File: config.mk
export PLATFORM = sky130hd
export DESIGN_NAME = mirfak_fetch_unit
export DESIGN_NICKNAME = d
export VERILOG_FILES = /design/src/rtl/mirfak_fetch_unit.sv
export SDC_FILE = /design/constraint.sdc
export NUM_CORES = 1
export LEC_CHECK = 0
export ABC_CLOCK_PERIOD_IN_PS = 5100
export CAP_MARGIN = 20
export CORE_MARGIN = 3
export CORE_UTILIZATION = 40
export DETAILED_ROUTE_END_ITERATION = 16
export DONT_BUFFER_PORTS = 1
export GPL_ROUTABILITY_DRIVEN = 0
export PLACE_DENSITY = 0.53
export SETUP_SLACK_MARGIN = 0.5
export SLEW_MARGIN = 5
export SYNTH_ARGS = -nofsm -noshare
export SYNTH_HDL_FRONTEND = slang
export SYNTH_SLANG_ARGS = --single-unit
File: constraint.sdc
create_clock -name clk_i -period 5.1 [get_ports clk_i]
set_input_delay 0.51 -clock clk_i [delete_from_list [all_inputs] [get_ports clk_i]]
set_output_delay 0.51 -clock clk_i [all_outputs]
set_load 0.02 [all_outputs]
File: src/rtl/mirfak_fetch_unit.sv
// Instruction fetch stage with IF/ID pipeline register.
// Classic Wishbone instruction master; redirects from ID (branch/jump) and WB (trap/xret).
module mirfak_fetch_unit #(
  parameter logic [31:0] RESET_ADDR = 32'h8000_0000
) (
  input  logic        clk_i,
  input  logic        rst_ni,
  output logic [31:0] iwbm_addr_o,
  output logic        iwbm_cyc_o,
  output logic        iwbm_stb_o,
  input  logic [31:0] iwbm_dat_i,
  input  logic        iwbm_ack_i,
  input  logic        iwbm_err_i,
  input  logic        ifid_enable_i,
  input  logic        ifid_clear_i,
  input  logic        id_bj_taken_i,
  input  logic [31:0] id_bj_target_i,
  input  logic        wb_exception_i,
  input  logic        wb_xret_i,
  input  logic [31:0] wb_target_i,
  output logic        if_ready_o,
  output logic [31:0] id_pc_o,
  output logic [31:0] id_instruction_o,
  output logic        id_valid_o,
  output logic        id_fetch_fault_o,
  output logic        id_misaligned_o
);

  localparam logic [31:0] NOP = 32'h0000_0013;

  typedef enum logic [1:0] {
    S_REQ   = 2'd0,
    S_HOLD  = 2'd1,
    S_DRAIN = 2'd2
  } state_t;

  state_t      state_q, state_d;
  logic        active_q;
  logic [31:0] pc_q, pc_d;
  logic [31:0] pend_q, pend_d;
  logic [31:0] buf_instr_q, buf_instr_d;
  logic        buf_fault_q, buf_fault_d;
  logic        buf_mis_q, buf_mis_d;

  logic [31:0] id_pc_q, id_instr_q;
  logic        id_valid_q, id_fault_q, id_mis_q;

  logic        busy, done, redir, jump;
  logic [31:0] redir_tgt, jump_tgt;

  // active_q keeps the bus quiet during reset and the first cycle after it,
  // so a late ack from an aborted transfer can never complete a new request.
  assign busy        = active_q && (state_q != S_HOLD);
  assign done        = busy && (iwbm_ack_i || iwbm_err_i);
  assign redir       = wb_exception_i || wb_xret_i || id_bj_taken_i;
  assign redir_tgt   = (wb_exception_i || wb_xret_i) ? wb_target_i : id_bj_target_i;

  assign iwbm_cyc_o  = busy;
  assign iwbm_stb_o  = busy;
  assign iwbm_addr_o = {pc_q[31:2], 2'b00};
  assign if_ready_o  = (state_q == S_HOLD);

  always_comb begin
    state_d     = state_q;
    pc_d        = pc_q;
    pend_d      = pend_q;
    buf_instr_d = buf_instr_q;
    buf_fault_d = buf_fault_q;
    buf_mis_d   = buf_mis_q;
    jump        = 1'b0;
    jump_tgt    = pc_q;

    case (state_q)
      S_REQ: begin
        if (redir && busy && !done) begin
          state_d = S_DRAIN;
          pend_d  = redir_tgt;
        end else if (redir) begin
          jump     = 1'b1;
          jump_tgt = redir_tgt;
        end else if (done) begin
          state_d     = S_HOLD;
          buf_instr_d = iwbm_err_i ? NOP : iwbm_dat_i;
          buf_fault_d = iwbm_err_i;
          buf_mis_d   = 1'b0;
        end
      end
      S_HOLD: begin
        if (redir) begin
          jump     = 1'b1;
          jump_tgt = redir_tgt;
        end else if (ifid_enable_i) begin
          pc_d    = pc_q + 32'd4;
          state_d = S_REQ;
        end
      end
      S_DRAIN: begin
        // A redirect arriving with the completing response supersedes the stored target.
        if (done) begin
          jump     = 1'b1;
          jump_tgt = redir ? redir_tgt : pend_q;
        end else if (redir) begin
          pend_d = redir_tgt;
        end
      end
      default: state_d = S_REQ;
    endcase

    if (jump) begin
      pc_d = jump_tgt;
      if (jump_tgt[1:0] != 2'b00) begin
        state_d     = S_HOLD;
        buf_instr_d = NOP;
        buf_fault_d = 1'b0;
        buf_mis_d   = 1'b1;
      end else begin
        state_d = S_REQ;
      end
    end
  end

  always_ff @(posedge clk_i or negedge rst_ni) begin
    if (!rst_ni) begin
      state_q  <= S_REQ;
      active_q <= 1'b0;
      pc_q     <= RESET_ADDR;
    end else begin
      state_q  <= state_d;
      active_q <= 1'b1;
      pc_q     <= pc_d;
    end
  end

  always_ff @(posedge clk_i) begin
    pend_q      <= pend_d;
    buf_instr_q <= buf_instr_d;
    buf_fault_q <= buf_fault_d;
    buf_mis_q   <= buf_mis_d;
  end

  // IF/ID register: clear beats enable; enable only takes effect with a buffered result.
  always_ff @(posedge clk_i or negedge rst_ni) begin
    if (!rst_ni) begin
      id_pc_q    <= 32'h0;
      id_instr_q <= NOP;
      id_valid_q <= 1'b0;
      id_fault_q <= 1'b0;
      id_mis_q   <= 1'b0;
    end else if (ifid_clear_i) begin
      id_pc_q    <= 32'h0;
      id_instr_q <= NOP;
      id_valid_q <= 1'b0;
      id_fault_q <= 1'b0;
      id_mis_q   <= 1'b0;
    end else if (ifid_enable_i && (state_q == S_HOLD)) begin
      id_pc_q    <= pc_q;
      id_instr_q <= buf_instr_q;
      id_valid_q <= 1'b1;
      id_fault_q <= buf_fault_q;
      id_mis_q   <= buf_mis_q;
    end
  end

  assign id_pc_o          = id_pc_q;
  assign id_instruction_o = id_instr_q;
  assign id_valid_o       = id_valid_q;
  assign id_fetch_fault_o = id_fault_q;
  assign id_misaligned_o  = id_mis_q;

endmodule

======== After elaboration in Yosys (flattened, before gate mapping) ========
Index checks and enable logic that the tools add are counted.
word-level totals
  bits in registers ....................... 168
  input port bits ......................... 105
  output and inout bits ................... 102
  word-level logic and storage cells ...... 101
cells by class
  $add $sub $neg .......................... 1
  eq/ne operators ......................... 13
  mux-type cells .......................... 54
  reduce and logical (&&, ||, !) cells .... 20
operators with widths
  operator                 count
  $mux W32                 22
  $pmux W32 S3             1
  $pmux W32 S2             1
  $add A32 B3 Y32 const B  1
  $mux W1                  22
  $mux W2                  6
  $reduce_bool A2 Y1       5
  $ne A4 B4 Y1 const B     2
  $ne A2 B2 Y1 const B     3
  $ne A3 B2 Y1 const B     2
  $ne A3 B3 Y1 const B     2
  $pmux W2 S3              1
  $reduce_and A3 Y1        2
  $reduce_and A6 Y1        1
  $logic_and A1 B1 Y1      5
  $reduce_and A5 Y1        1
  $ne A2 B1 Y1 const B     2
  $logic_or A1 B1 Y1       3
  $pmux W1 S3              1
  $reduce_bool A3 Y1       1
  $eq A2 B1 Y1 const B     1
  $eq A2 B2 Y1 const B     1
  $logic_not A2 Y1         1
  $logic_not A1 Y1         1

======== Logic depth before layout (Yosys ltp) ========
  depth in word-level cells ............... 10
  depth in mapped cells ................... 9
  mapped depth without buffers ............ 6

======== Worst setup path before layout ========
No wires, ideal clock.
  kind .................................... input to register
  start ................................... input port wb_xret_i
  end ..................................... register pend_q[0], enable pin
  library setup time ...................... 0.461 ns
  data arrival time ....................... 3.527 ns
  required time ........................... 4.639 ns
  setup slack ............................. 1.112 ns
  cell stages on the path ................. 6
  buffers on the path ..................... 3
  path through ............................ buf_2 or3_1 buf_2 clkbuf_1 a21oi_1 nor3_1
between the ends
  cells in the longest elaborated chain, start to end .. 6
RTL lines
  what                                RTL line  text
  from (decl)                         19        input logic wb_xret_i,
  $logic_or A1 B1 Y1 (2 in series)    55        assign redir = wb_exception_i || wb_xret_i || id_bj_taken_i;
  $logic_and A1 B1 Y1 (2 in series)   75        if (redir && busy && !done) begin
  $ne A2 B2 Y1 (no source line)       n/a
  $reduce_and A3 Y1 (no source line)  n/a
  to (signal assigned)                135       pend_q <= pend_d;
  to (decl)                           40        logic [31:0] pend_q, pend_d;
No other way between the ends.
A chain may end at the register's enable or synchronous reset.

======== Worst setup path after layout ========
  start ................................... register state_q[1]
  end ..................................... register buf_instr_q[16]
between the ends
  cells in the longest elaborated chain, start to end .. 10
  elaborated cells between the ends (all ways) .. 22
  classes of those cells .................. eq/ne: 3; mux: 12; reduce/logical: 7
RTL lines
  what                       RTL line  text
  from (decl)                37        state_t state_q, state_d;
  from (signal assigned)     128       state_q <= state_d;
  $ne A2 B1 Y1               53        assign busy = active_q && (state_q != S_HOLD);
  $logic_and A1 B1 Y1        53
  $logic_and A1 B1 Y1        54        assign done = busy && (iwbm_ack_i || iwbm_err_i);
  $logic_not A1 Y1           75
  $logic_and A1 B1 Y1        75
  $mux W32                   75
  $pmux W32 S3               73        case (state_q)
  $reduce_bool A2 Y1         111       if (jump_tgt[1:0] != 2'b00) begin
  $mux W32                   111
  $mux W32 (*)               109       if (jump) begin
  named net buf_instr_d[16]  41        logic [31:0] buf_instr_q, buf_instr_d;
  to (signal assigned)       136       buf_instr_q <= buf_instr_d;
  to (decl)                  41
Mark *: on every way through the listed nets, which the timed path passes. The rest lies on a longest branch. The select of a mux whose other input is x is not followed.

==> flow_summary.toml <==
[floorplanning]
die_x_um = 155
rows = 53
coreArea_um2 = 21400
top_level_ports = 207
die-area_um2 = 24100
die_h_um = 155
initial_core_util_pct = 41.5

[final_layout]
seqCellArea_um2 = 4200
fin_nets = 1052
multiInputGateArea_um2 = 4100
fillers = 2147
fin_area_um2 = 9410
antenna_cells = 0
layout-drive-gt1-share_pct = 6.88
area_growth_pct = 5.71

[critical_path]
critPathBufInv = 1
critPathArrivalTime_ps = 3510
cp-end-kind = "flip-flop"
cp_top_family = "simple AND/OR/NAND/NOR gates"
cp.required_ps = 5390
crit_path_max_fanout = 23
critPathLaunchType = "flip-flop"
critical-path-max-stage-delay_ps = 830
cpMaxStageDelayCell = "dfrtp_1"
path_class = "flip-flop to flip-flop"
crit_chain = "nor2b_1 -> nand2_1 -> o211ai_1 -> or3_1 -> buf_4 -> a22oi_1"

[sta]
finalCritPeriodShare_pct = 63.2
fmax_mhz = 310
relSlewSlack_pct = 28.1
clock_skew_ps = 15.1
tns_ps = 0
final-setup-viol-count = 0
worstMarginPinSlew_ps = 1080
drv_slew = 0
rsz0062_at_grt = "false"
hold_violations = 0
min_period_ps = 3220
finalWorstSetupSlack_ps = 1880

[clocking]
numClockSinks = 168
cts_inserted_buffers = 17
holdBufCountCts = 1
insertion_delay_ps = 430
path_clk_slew_ps = 80
clock-root-buffer = "clkbuf_16"
clockBufferDepth = 2
cts_tree = "built"
post_cts_buffers = 0
cts_resized = 0
h-tree-depth = 4

[logic_synthesis]
syn_inst = 1031
synth_area_um2 = 8900
yosysWarnings = 0
yosys_register_bits = 168
synth_cell_type_count = 70
synth_top_area_share_pct = 27.6
yosys-top-cells-area = "dfrtp_1 (28%), edfxtp_1 (11%), nand2_1 (9.7%)"
yosysMostFrequentCell = "nand2_1"
synth_edf_count = 32
synth_area_leader_cell = "dfrtp_1"
async_flop_share_pct = 60.7
syn_avg_cell_area_um2 = 8.63
synthFlopType = "dfrtp_1"
ys_seq_area_share_pct = 47.2
synth_commonest_cells = "nand2_1 (230), a21oi_1 (120), dfrtp_1 (98)"

[detailed_routing]
drtPass1Iterations = 5
drt-initial-drc-count = 975
viasPerCell = 6.03
drt_drc_violations_left = 0
wl_um = 27600
ant_nets = 0
via_count = 7437
wl_per_cell_um = 22.4

[power_and_ir_drop]
power_density_nw_per_um2 = 469
ir_worst_vdd_mv = 0.222
p_leak_nw = 3.63

[min_path]
worst_hold_path_type = "primary input to asynchronous set/reset pin"

[placement]
pre_cts_slack_ps = 1900
place_area_um2 = 8760
place_hpwl_um = 18900
port_buffers = 0

[global_route]
grt_max_degree = 103
antenna_found_initial = 0
grt_pass1_vias = 7063
grt-ovfl-total = 0
grt_use_total_pct = 22.7
grt_pass1_wl_um = 43100

[run_status]
outcome = "finished, final reports clean"

[flow_run]
maxCapViolations = 0
==> routing by layer <==
metal  track usage [%]  vias to the layer above  share of wire [%]
met5                 0                        -                  0
met4              4.54                        0               0.92
met3              6.79                       22                 10
met2              31.2                      318                 42
met1              35.1                     3598                 47
li1                  -                     3499                  -
==> power by group <==
| part | switching (W) | leakage, nW | internal, W |
|---|---|---|---|
| sequential | 0.000611 | 1.89 | 0.00158 |
| combinational | 0.000608 | 1.46 | 0.000323 |
| clock | 0.000629 | 0.281 | 0.000655 |
==> registers in the layout, summed over array words and instances, names as in the netlist, 2 cells and up <==
register,flops
pc_q,32
id_pc_o,32
state_q,2
pend_q,32
buf_instr_q,32
id_instruction_o,32
==> through the flow <==
step                      utilization, %  total power [W]  cells  hold WS [ps]
final                               43.9          0.00441   1234          18.8
after global routing                43.9          0.00465   1234          35.8
after CTS                           43.8          0.00444   1233          37.9
after detailed placement            40.9          0.00312   1200           218
after global placement              40.9          0.00312   1200           218
after floorplan                        -          0.00292   1032           214
==> placed cells by master (no fill, tap or decap), drive strengths merged, types with 5 or more instances in the layout <==
cell type | Yosys | routed
nor2b | 5 | 5
a21oi | 121 | 121
o311ai | 7 | 7
buf | 56 | 15
dfxtp | 34 | 34
clkbuf | 64 | 17
edfxtp | 32 | 32
o22a | 5 | 5
mux2i | 22 | 22
a221oi | 7 | 7
clkinv | 2 | 9
a2bb2oi | 5 | 5
o21ai | 31 | 31
dfrtp | 98 | 98
a211o | 5 | 5
o22ai | 5 | 5
nand4 | 10 | 10
nand3 | 22 | 22
a31oi | 28 | 28
nand2 | 230 | 230
o211ai | 5 | 5
nand3b | 35 | 35
nor3 | 14 | 14
inv | 4 | 10
and3 | 8 | 8
or3 | 7 | 7
nor2 | 63 | 63
a22oi | 37 | 37
==> path summary, 6_finish.rpt <==
check / from / end / slack (ps) / cells past startpoint
worst max-delay path: state_q[1] / buf_instr_q[16] / 1880 / 6
worst max register to register: state_q[1] / buf_instr_q[16] / 1880 / 6
min in group clk_i: ifid_clear_i / id_instruction_o[24] / 130 / 1
worst min-delay path: rst_ni / id_valid_o / 20 / 1
worst min register to register: buf_instr_q[1] / id_instruction_o[1] / 440 / 2
max in group asynchronous: rst_ni / id_instruction_o[5] / 4660 / 1
==> kinds of logic (layout without fill, tap and decap cells) <==
group | after synthesis | after routing | synth area share [%]
buf+inv | 126 | 53 | 7.16
compound gates | 297 | 297 | 21.3
fa+ha+maj | 1 | 1 | 0.141
flops | 168 | 168 | 47.2
other cells | 2 | 3 | 0.0844
simple gates | 414 | 414 | 21.5
mux | 23 | 23 | 2.60
==> final cells by class <==
type                    instances  share of cell area, %
flip-flops and latches        168                   44.6
multi-input cells             738                   43.6
clock buffers                  17                   4.52
well taps                     275                   3.66
clock inverters                15                   1.73
repair buffers                 15                   1.62
inverters                       6                  0.239
Power figures use the tool's default switching activity.
